`config.mk`:
```
export PLATFORM = sky130hd
export DESIGN_NAME = hazard_sequencer_flat
export DESIGN_NICKNAME = d
export VERILOG_FILES = /design/src/rtl/hazard_sequencer_if.sv /design/src/rtl/hazard_sequencer.sv /design/src/flat_wrapper.sv
export SDC_FILE = /design/constraint.sdc
export NUM_CORES = 1
export LEC_CHECK = 0
export CORE_MARGIN = 1
export CORE_UTILIZATION = 55
export CTS_BUF_LIST = sky130_fd_sc_hd__clkbuf_4 sky130_fd_sc_hd__clkbuf_8 sky130_fd_sc_hd__clkbuf_16
export DETAILED_ROUTE_END_ITERATION = 16
export DONT_BUFFER_PORTS = 1
export PLACE_DENSITY_LB_ADDON = 0.3
export SYNTH_ARGS = -nofsm -noshare
export SYNTH_HDL_FRONTEND = slang
export SYNTH_SLANG_ARGS = --single-unit
```
`constraint.sdc`:
```
create_clock -name clk -period 2.9 [get_ports clk]
set_input_delay 0.435 -clock clk [delete_from_list [all_inputs] [get_ports clk]]
set_output_delay 0.435 -clock clk [all_outputs]
set_load 0.05 [all_outputs]
```
`src/rtl/hazard_sequencer_if.sv`:
```
// Pipeline <-> hazard sequencer control bundle.
// Latency: n/a (wires only).
// Backpressure: none; the stall outputs are the pipeline's backpressure.
// Inputs to the sequencer: D/E/M/W register specifiers, write enables,
// load indication, branch redirect, data-memory access/ready.
// Outputs from the sequencer: per-register stall/flush, forwarding selects,
// memory timeout pulse.
interface hazard_sequencer_if;
   logic [4:0] Rs1_D;
   logic [4:0] Rs2_D;
   logic [4:0] Rs1_E;
   logic [4:0] Rs2_E;
   logic [4:0] Rd_E;
   logic [4:0] Rd_M;
   logic [4:0] Rd_W;
   logic       RegWrite_M;
   logic       RegWrite_W;
   logic [1:0] ResultSrc_E;
   logic       PCSrc_E;
   logic       MemAccess_M;
   logic       DMemReady;
   logic       StallF;
   logic       StallD;
   logic       StallE;
   logic       StallM;
   logic       FlushD;
   logic       FlushE;
   logic       FlushW;
   logic [1:0] ForwardA_E;
   logic [1:0] ForwardB_E;
   logic       MemTimeout;

   // Pipeline side: drives stage information, consumes controls.
   modport master (
      output Rs1_D, Rs2_D, Rs1_E, Rs2_E, Rd_E, Rd_M, Rd_W,
             RegWrite_M, RegWrite_W, ResultSrc_E, PCSrc_E,
             MemAccess_M, DMemReady,
      input  StallF, StallD, StallE, StallM, FlushD, FlushE, FlushW,
             ForwardA_E, ForwardB_E, MemTimeout
   );

   // Sequencer side.
   modport slave (
      input  Rs1_D, Rs2_D, Rs1_E, Rs2_E, Rd_E, Rd_M, Rd_W,
             RegWrite_M, RegWrite_W, ResultSrc_E, PCSrc_E,
             MemAccess_M, DMemReady,
      output StallF, StallD, StallE, StallM, FlushD, FlushE, FlushW,
             ForwardA_E, ForwardB_E, MemTimeout
   );
endinterface

```
`src/rtl/hazard_sequencer.sv`:
```
// Hazard/forwarding controller for the 5-stage RV64I pipeline.
// Latency: zero; all controls are combinational from state, counter and inputs.
// Backpressure: freezes F..M while a data-memory access in M is outstanding.
// Ports: clk, rst (async, active-high); hz = slave side of hazard_sequencer_if.
module hazard_sequencer #(
   parameter int INIT_CYCLES = 4,
   parameter int MEM_TIMEOUT = 16,
   parameter int CNT_W       = 5
) (
   input  logic                  clk,
   input  logic                  rst,
   hazard_sequencer_if.slave     hz
);

   localparam logic [1:0] S_INIT    = 2'd0;
   localparam logic [1:0] S_RUN     = 2'd1;
   localparam logic [1:0] S_MEMWAIT = 2'd2;

   localparam logic [CNT_W-1:0] INIT_LAST = CNT_W'(INIT_CYCLES - 1);
   localparam logic [CNT_W-1:0] MEM_LAST  = CNT_W'(MEM_TIMEOUT - 1);

   logic [1:0]       r_state;
   logic [CNT_W-1:0] r_cnt;

   logic [1:0]       w_next_state;
   logic [CNT_W-1:0] w_next_cnt;
   logic             w_lu;
   logic             w_ms;
   logic [1:0]       w_fwd_a;
   logic [1:0]       w_fwd_b;
   logic             w_stall_f, w_stall_d, w_stall_e, w_stall_m;
   logic             w_flush_d, w_flush_e, w_flush_w;
   logic [1:0]       w_forward_a, w_forward_b;
   logic             w_mem_timeout;

   always_comb begin
      w_lu = (hz.ResultSrc_E == 2'b01) && (hz.Rd_E != 5'd0) &&
             ((hz.Rd_E == hz.Rs1_D) || (hz.Rd_E == hz.Rs2_D));
      w_ms = hz.MemAccess_M && !hz.DMemReady;

      // M result is younger than W, so it takes priority; x0 never forwards.
      if (hz.RegWrite_M && (hz.Rd_M != 5'd0) && (hz.Rd_M == hz.Rs1_E))
         w_fwd_a = 2'b10;
      else if (hz.RegWrite_W && (hz.Rd_W != 5'd0) && (hz.Rd_W == hz.Rs1_E))
         w_fwd_a = 2'b01;
      else
         w_fwd_a = 2'b00;

      if (hz.RegWrite_M && (hz.Rd_M != 5'd0) && (hz.Rd_M == hz.Rs2_E))
         w_fwd_b = 2'b10;
      else if (hz.RegWrite_W && (hz.Rd_W != 5'd0) && (hz.Rd_W == hz.Rs2_E))
         w_fwd_b = 2'b01;
      else
         w_fwd_b = 2'b00;
   end

   always_comb begin
      w_next_state  = r_state;
      w_next_cnt    = r_cnt;
      w_stall_f     = 1'b0;
      w_stall_d     = 1'b0;
      w_stall_e     = 1'b0;
      w_stall_m     = 1'b0;
      w_flush_d     = 1'b0;
      w_flush_e     = 1'b0;
      w_flush_w     = 1'b0;
      w_forward_a   = 2'b00;
      w_forward_b   = 2'b00;
      w_mem_timeout = 1'b0;

      case (r_state)
         S_RUN: begin
            w_forward_a = w_fwd_a;
            w_forward_b = w_fwd_b;
            if (w_ms) begin
               // Freeze everything up to M; bubble into W.
               w_stall_f    = 1'b1;
               w_stall_d    = 1'b1;
               w_stall_e    = 1'b1;
               w_stall_m    = 1'b1;
               w_flush_w    = 1'b1;
               w_next_state = S_MEMWAIT;
               w_next_cnt   = CNT_W'(1);
            end else begin
               // A redirect and a load-use bubble may coincide: the PC mux
               // takes the branch target, so the extra D/E bubble is harmless.
               w_stall_f = w_lu;
               w_stall_d = w_lu;
               w_flush_d = hz.PCSrc_E;
               w_flush_e = w_lu || hz.PCSrc_E;
            end
         end

         S_MEMWAIT: begin
            // Outputs ignore DMemReady; completion releases the pipe next
            // cycle, where a held PCSrc_E or load-use is then acted upon.
            w_forward_a = w_fwd_a;
            w_forward_b = w_fwd_b;
            w_stall_f   = 1'b1;
            w_stall_d   = 1'b1;
            w_stall_e   = 1'b1;
            w_stall_m   = 1'b1;
            w_flush_w   = 1'b1;
            if (hz.DMemReady) begin
               w_next_state = S_RUN;
               w_next_cnt   = '0;
            end else if (r_cnt == MEM_LAST) begin
               w_mem_timeout = 1'b1;
               w_next_state  = S_RUN;
               w_next_cnt    = '0;
            end else begin
               w_next_cnt = r_cnt + CNT_W'(1);
            end
         end

         default: begin
            // INIT (and the unused encoding, which recovers through INIT).
            w_stall_f = 1'b1;
            w_flush_d = 1'b1;
            w_flush_e = 1'b1;
            w_flush_w = 1'b1;
            if (r_state != S_INIT) begin
               w_next_state = S_INIT;
               w_next_cnt   = '0;
            end else if (r_cnt == INIT_LAST) begin
               w_next_state = S_RUN;
               w_next_cnt   = '0;
            end else begin
               w_next_cnt = r_cnt + CNT_W'(1);
            end
         end
      endcase
   end

   always_ff @(posedge clk or posedge rst) begin
      if (rst) begin
         r_state <= S_INIT;
         r_cnt   <= '0;
      end else begin
         r_state <= w_next_state;
         r_cnt   <= w_next_cnt;
      end
   end

   assign hz.StallF     = w_stall_f;
   assign hz.StallD     = w_stall_d;
   assign hz.StallE     = w_stall_e;
   assign hz.StallM     = w_stall_m;
   assign hz.FlushD     = w_flush_d;
   assign hz.FlushE     = w_flush_e;
   assign hz.FlushW     = w_flush_w;
   assign hz.ForwardA_E = w_forward_a;
   assign hz.ForwardB_E = w_forward_b;
   assign hz.MemTimeout = w_mem_timeout;

endmodule

```
`src/flat_wrapper.sv`:
```
// flat-port wrapper written by rule: the top's interface ports become plain ports
module hazard_sequencer_flat 
#(
   parameter int INIT_CYCLES = 4,
   parameter int MEM_TIMEOUT = 16,
   parameter int CNT_W       = 5
)
  (clk, rst, hz_Rs1_D, hz_Rs2_D, hz_Rs1_E, hz_Rs2_E, hz_Rd_E, hz_Rd_M, hz_Rd_W, hz_RegWrite_M, hz_RegWrite_W, hz_ResultSrc_E, hz_PCSrc_E, hz_MemAccess_M, hz_DMemReady, hz_StallF, hz_StallD, hz_StallE, hz_StallM, hz_FlushD, hz_FlushE, hz_FlushW, hz_ForwardA_E, hz_ForwardB_E, hz_MemTimeout);
  hazard_sequencer_if hz_i ();
  input  logic clk;
  input  logic rst;
  input wire logic [$bits(hz_i.Rs1_D)-1:0] hz_Rs1_D;
  input wire logic [$bits(hz_i.Rs2_D)-1:0] hz_Rs2_D;
  input wire logic [$bits(hz_i.Rs1_E)-1:0] hz_Rs1_E;
  input wire logic [$bits(hz_i.Rs2_E)-1:0] hz_Rs2_E;
  input wire logic [$bits(hz_i.Rd_E)-1:0] hz_Rd_E;
  input wire logic [$bits(hz_i.Rd_M)-1:0] hz_Rd_M;
  input wire logic [$bits(hz_i.Rd_W)-1:0] hz_Rd_W;
  input wire logic [$bits(hz_i.RegWrite_M)-1:0] hz_RegWrite_M;
  input wire logic [$bits(hz_i.RegWrite_W)-1:0] hz_RegWrite_W;
  input wire logic [$bits(hz_i.ResultSrc_E)-1:0] hz_ResultSrc_E;
  input wire logic [$bits(hz_i.PCSrc_E)-1:0] hz_PCSrc_E;
  input wire logic [$bits(hz_i.MemAccess_M)-1:0] hz_MemAccess_M;
  input wire logic [$bits(hz_i.DMemReady)-1:0] hz_DMemReady;
  output wire logic [$bits(hz_i.StallF)-1:0] hz_StallF;
  output wire logic [$bits(hz_i.StallD)-1:0] hz_StallD;
  output wire logic [$bits(hz_i.StallE)-1:0] hz_StallE;
  output wire logic [$bits(hz_i.StallM)-1:0] hz_StallM;
  output wire logic [$bits(hz_i.FlushD)-1:0] hz_FlushD;
  output wire logic [$bits(hz_i.FlushE)-1:0] hz_FlushE;
  output wire logic [$bits(hz_i.FlushW)-1:0] hz_FlushW;
  output wire logic [$bits(hz_i.ForwardA_E)-1:0] hz_ForwardA_E;
  output wire logic [$bits(hz_i.ForwardB_E)-1:0] hz_ForwardB_E;
  output wire logic [$bits(hz_i.MemTimeout)-1:0] hz_MemTimeout;
  assign hz_i.Rs1_D = hz_Rs1_D;
  assign hz_i.Rs2_D = hz_Rs2_D;
  assign hz_i.Rs1_E = hz_Rs1_E;
  assign hz_i.Rs2_E = hz_Rs2_E;
  assign hz_i.Rd_E = hz_Rd_E;
  assign hz_i.Rd_M = hz_Rd_M;
  assign hz_i.Rd_W = hz_Rd_W;
  assign hz_i.RegWrite_M = hz_RegWrite_M;
  assign hz_i.RegWrite_W = hz_RegWrite_W;
  assign hz_i.ResultSrc_E = hz_ResultSrc_E;
  assign hz_i.PCSrc_E = hz_PCSrc_E;
  assign hz_i.MemAccess_M = hz_MemAccess_M;
  assign hz_i.DMemReady = hz_DMemReady;
  assign hz_StallF = hz_i.StallF;
  assign hz_StallD = hz_i.StallD;
  assign hz_StallE = hz_i.StallE;
  assign hz_StallM = hz_i.StallM;
  assign hz_FlushD = hz_i.FlushD;
  assign hz_FlushE = hz_i.FlushE;
  assign hz_FlushW = hz_i.FlushW;
  assign hz_ForwardA_E = hz_i.ForwardA_E;
  assign hz_ForwardB_E = hz_i.ForwardB_E;
  assign hz_MemTimeout = hz_i.MemTimeout;
  hazard_sequencer #(.INIT_CYCLES(INIT_CYCLES), .MEM_TIMEOUT(MEM_TIMEOUT), .CNT_W(CNT_W)) u_core (.clk(clk), .rst(rst), .hz(hz_i));
endmodule
```
# After elaboration in Yosys (flattened, before gate mapping)
# Cells that the tools add are included.
totals:
  ff_bits: 7
  inputBits: 44
  out_inout_bits: 12
op_classes:
  addsub: 1
  eq_ne: 13
  n_mux: 31
  reduce_logical: 19
op_table:
  columns: ["cell", "count"]
  rows:
  - ["$eq 5x5->1", 6]
  - ["$mux 5", 5]
  - ["$mux 2", 9]
  - ["$reduce_bool 5->1", 3]
  - ["$mux 1", 11]
  - ["$pmux 5 s2", 1]
  - ["$logic_and 1x1->1", 9]
  - ["$pmux 1 s2", 4]
  - ["$add 5x1->5 const B", 1]
  - ["$eq 5x2->1 const B", 1]
  - ["$eq 5x4->1 const B", 1]
  - ["$eq 2x1->1 const B", 2]
  - ["$pmux 2 s2", 1]
  - ["$reduce_bool 4->1", 1]
  - ["$ne 3x2->1 const B", 1]
  - ["$reduce_and 3->1", 1]
  - ["$eq 2x2->1 const B", 1]
  - ["$logic_or 1x1->1", 2]
  - ["$ne 2x1->1 const B", 1]
  - ["$reduce_bool 2->1", 1]
  - ["$reduce_or 2->1", 1]
  - ["$logic_not 1->1", 1]

# Longest topological paths before layout
depth:
  depth_word: 6
  depth_mapped: 7

# Worst setup path before layout
# OpenSTA, ideal clock, no wires.
synth_path:
  path_kind: "flip-flop to output port"
  start: "register u_core.r_state[1]"
  end: "output port hz_FlushE"
  arrival_ps: 2475
  required_ps: 2465
  slack_ps: -10
  stages_incl_launch_ff: 7
  cell_sequence: "dfrtp_1 -> inv_1 -> ha_1 -> and2_0 -> buf_2 -> inv_1 -> o31ai_1"
synth_between:
  elab_chain_cells: 2
  word_cells_on_any_way: 3
synth_lines:
  columns: ["item", "line", "text"]
  rows:
  - ["start: declaration", "hazard_sequencer.sv:22", "logic [1:0] r_state;"]
  - ["start signal: assignment", "hazard_sequencer.sv:140", "r_state <= w_next_state;"]
  - ["$eq 2x2->1 or $eq 2x1->1 (tied branches)", "hazard_sequencer.sv:71", "case (r_state)"]
  - ["$pmux 1 s2 *", "hazard_sequencer.sv:71", null]
  - ["end: declaration", "flat_wrapper.sv:30", "output wire logic [$bits(hz_i.FlushE)-1:0] hz_FlushE;"]
# Every way passes the cells marked *; elsewhere a longest branch is shown, timed or not.

# Worst setup path after layout
layout_path:
  start: "register u_core.r_state[0]"
  end: "output port hz_ForwardA_E[0]"
layout_between:
  elab_chain_cells: 3
  word_cells_on_any_way: 4
layout_lines:
  columns: ["item", "line", "text"]
  rows:
  - ["$eq 2x1->1 or $eq 2x2->1 (tied branches)", "hazard_sequencer.sv:71", null]
  - ["$reduce_or 2->1 (no source line) *", null, null]
  - ["$mux 2 *", "hazard_sequencer.sv:71", null]
  - ["end: declaration", "flat_wrapper.sv:32", "output wire logic [$bits(hz_i.ForwardA_E)-1:0] hz_ForwardA_E;"]
# Marks and branches as above.

==> results <==
- The run finished, with violations left.
- The final reports fail on design-rule violations.
- The critical path data arrival time is ~2.2 ns.
- The number of clock sinks seen by CTS is 7.
- Traced cell by cell, the critical path runs through inv_1 > ha_1 > o211ai_1 > or4_1 > nor4_2 > buf_4.
- The clock buffer count from CTS is 3.
- The share of synthesized area in the top cell type comes to 0.220.
- The initial DRC count is 17.
- The min-delay analysis places its worst path in the category primary input to flip-flop.
- The type of element capturing the critical path is a primary output.
- The utilization after layout is 0.680.
- The number of primary I/O pins is 56.
- The cell count after synthesis came out at ~120.
- The synthesized flop and latch total is 7.
- The floorplan step set the die width to 43.7 µm.
- In the synthesized netlist, the cells that appear most often are sky130_fd_sc_hd__xor2_1, sky130_fd_sc_hd__inv_1, sky130_fd_sc_hd__nor2_1, sky130_fd_sc_hd__xnor2_1, sky130_fd_sc_hd__dfrtp_1.
- The maximum root-to-sink buffer count is 2.
- The total number of vias is 839.
- The longest individual stage delay on the worst path is between 0.5 and 0.6 ns.
- The prevailing post-synth register cell is sky130_fd_sc_hd__dfrtp_1.
- The minimum clock period is 2.67 ns.
- The initial antenna violation count was 0.
- The clock arrives with 0.00304 ns of skew.
- The top fanout value on the critical path is 9.
- Power spread over the standard cell area amounts to a little under 800 mW/mm².
- The congestion estimate from routability-driven global placement came to about 0.8.
- The detailed-routing iteration count for the pre-antenna-repair pass is 10.
- The total length of routed wires is between 1500 and 2000 µm.
- Yosys mapped the design onto 35 distinct sky130hd cell types.
- The clock network latency to the later pin of the worst-skew pair is 0.26 ns.
- Setup violations remaining at the end of the flow were counted as 0.
- Dividing the detail-routed via count by the number of cells gives a little under 6.
- The most frequent cell after synthesis is sky130_fd_sc_hd__xor2_1.
- After clock tree synthesis, the clock-pin slew on the worst setup and hold paths is around 0.05 ns.
- The count of unresolved DRC violations after routing is 2.
- Adding up every negative setup slack in the final design gives 0 ns.
- The area overhead of the layout relative to synthesis is 10.7%.
- The kind of launch point of the worst setup path is a flip-flop.
- The required time of the worst setup path is 2.47 ns.
- Max-cap violations in this run came to 0.
- The setup slack after placement is between 0.5 and 0.6 ns.
- Setup repair after global routing left no endpoint under its margin.
- Yosys printed 0 warnings.
- The number of buffer and inverter stages on the critical path is 2.
- The final number of hold-violating endpoints is 0.
- Dividing the detail-routed wire length by the instance count gives 14.2 µm.
- The floorplan die height is 43.7 µm.
- In this run the static leakage power is between 0.4 and 0.5 nW.
- The number of global-route vias before repair is 864.
- 0 antenna diodes ended up in the layout.
- The highest clock frequency the design can meet is roughly 370 MHz.
- The detail route stage leaves a number of antenna-violating nets equal to 0.
- The core region is between 0.0015 and 0.002 mm².
- Dividing the final minimum period by the clock period gives 0.921.
- The transition time at the pin with the least slew margin is approximately 0.94 ns.
- The worst setup path category is flip-flop to primary output.
- Each instance of the synthesized netlist takes up on average ~8.3 µm².
- The all-layer global routing usage is 0.241.
- The sequential fraction of the synthesis area is 0.183.
- The netlist area before placement is about 960 µm².
- The first global-routing pass estimated approximately 3400 µm of wire.
- On the critical path the largest part of the delay comes from simple AND/OR/NAND/NOR gates.
- The number of flops mapped to enable cells by yosys is 0.
- The number of hold buffers added after CTS was 1.
- TritonCTS built the clock tree.
- CTS built an H-tree with a depth of 1.
- After global routing the overflow that remains totals 0.
- The biggest area consumer among synthesized cells is sky130_fd_sc_hd__xor2_1.
- Summed over all nets, the half-perimeter wirelength after detailed placement is between 1500 and 2000 µm.
- The count of nets after finishing is roughly 180.
- The number of max-slew violations in the final report is 0.
- The setup slack of the critical path after layout is 0.229 ns.
- For this configuration, the core starts out at a cell density of 0.614.
- The floorplan die area is 0.00191 mm².
- The number of buffers inserted by post-CTS setup repair is 0.
- By area the synthesized netlist is led by sky130_fd_sc_hd__xor2_1, sky130_fd_sc_hd__dfrtp_1, sky130_fd_sc_hd__ha_1, sky130_fd_sc_hd__xnor2_1, sky130_fd_sc_hd__or4_1.
- The row count is 14.
- Entering global routing, the biggest net connects 10 pins.
- The async set or reset register ratio after synthesis is 1.00.
- Of the cells placed in the final design, the portion with a size suffix greater than 1 is 0.152.
- Headroom to the max-slew limit came out at 0.366.
- The worst-case IR drop observed on VDD is about 0.00042 V.
- The number of nets handed over by synthesis was 166.
- The count of buffers inserted at the top-level ports is 0.
- The number of resized instances in the post-cts repair step is 0.
- The cell at the slowest stage of the critical path is sky130_fd_sc_hd__or4_1.
- The clock tree root buffer cell is sky130_fd_sc_hd__clkbuf_4.
per-stage QoR:
stage	cells	power, mW	cell area [µm²]	hold WS [ns]
after floorplan	116	0.618	962	0.238
after global placement	136	0.708	1020	0.277
after detailed placement	136	0.723	1020	0.276
after CTS	141	0.830	1060	0.461
after global routing	141	0.890	1060	0.509
final	141	0.820	1060	0.462
worst min-delay path, delay by kind of cell:
kind            cells  cell delay (ns)
compound gates      2             0.20
simple gates        1             0.04
power by group:
group	internal (mW)	total [mW]	leakage (nW)	switching, mW
Sequential	0.127	0.150	0.0928	0.0231
Clock	0.0621	0.102	0.0184	0.0395
Combinational	0.188	0.569	0.349	0.381
cells in the final DEF, fill, tap and decap left out, types with 2 or more instances in the layout:
cell	Yosys	layout
sky130_fd_sc_hd__nand2_1	5	5
sky130_fd_sc_hd__inv_1	9	9
sky130_fd_sc_hd__nor2_1	8	8
sky130_fd_sc_hd__and2_2	2	2
sky130_fd_sc_hd__xor2_1	24	24
sky130_fd_sc_hd__or4_1	5	5
sky130_fd_sc_hd__nor3_1	4	4
sky130_fd_sc_hd__dfrtp_1	7	7
sky130_fd_sc_hd__o31ai_2	0	2
sky130_fd_sc_hd__nand3_1	4	4
sky130_fd_sc_hd__nand2b_1	2	2
sky130_fd_sc_hd__nor4_2	2	2
sky130_fd_sc_hd__ha_1	6	6
sky130_fd_sc_hd__a21oi_1	3	3
sky130_fd_sc_hd__nor4_1	2	2
sky130_fd_sc_hd__buf_4	1	6
sky130_fd_sc_hd__o21ai_0	5	4
sky130_fd_sc_hd__xnor2_1	8	8
sky130_fd_sc_hd__clkbuf_4	0	4
worst paths after layout:
| kind | to | cells past startpoint | slack [ns] | startpoint |
|---|---|---|---|---|
| worst min-delay path | u_core.r_cnt[0] | 3 | 0.46 | hz_DMemReady |
| max in group asynchronous | u_core.r_cnt[3] | 2 | 2.14 | rst |
| worst max register to register | u_core.r_state[0] | 6 | 1.02 | u_core.r_state[0] |
| worst min register to register | u_core.r_cnt[1] | 2 | 0.54 | u_core.r_cnt[1] |
| min in group asynchronous | u_core.r_cnt[4] | 2 | 0.54 | rst |
| worst max-delay path | hz_ForwardA_E[0] | 6 | 0.23 | u_core.r_state[0] |
cells by family after synthesis:
kind of cell,count (synthesis),synth area share
and+or+nand+nor,42,0.271
xor gates and xnor gates,32,0.293
AOI/OAI and AO/OA,16,0.105
buffers and inverters,11,0.0484
DFF,7,0.183
adders and majority gates,6,0.0784
muxes,2,0.0222
metal layers:
| metal | vias to the layer above | GRT usage | wire length, µm |
|---|---|---|---|
| met5 | - | 0 | 0 |
| met4 | 0 | 0.169 | 48 |
| met3 | 7 | 0.0833 | 168 |
| met2 | 43 | 0.391 | 998 |
| met1 | 373 | 0.259 | 779 |
| li1 | 416 | - | - |
cell type report:
cell class | count | area [µm²]
flip-flops and latches | 7 | 175
repair buffers | 7 | 55.1
inverters | 9 | 33.8
clock buffers | 4 | 30.0
well taps | 16 | 20.0
fillers | 123 | 499
multi-input cells | 98 | 746
state kept, by name, summed over array words and instances, names as in the netlist:
name            cells
u_core.r_cnt        5
u_core.r_state      2
Note: power is estimated with default switching activity, not from simulation.
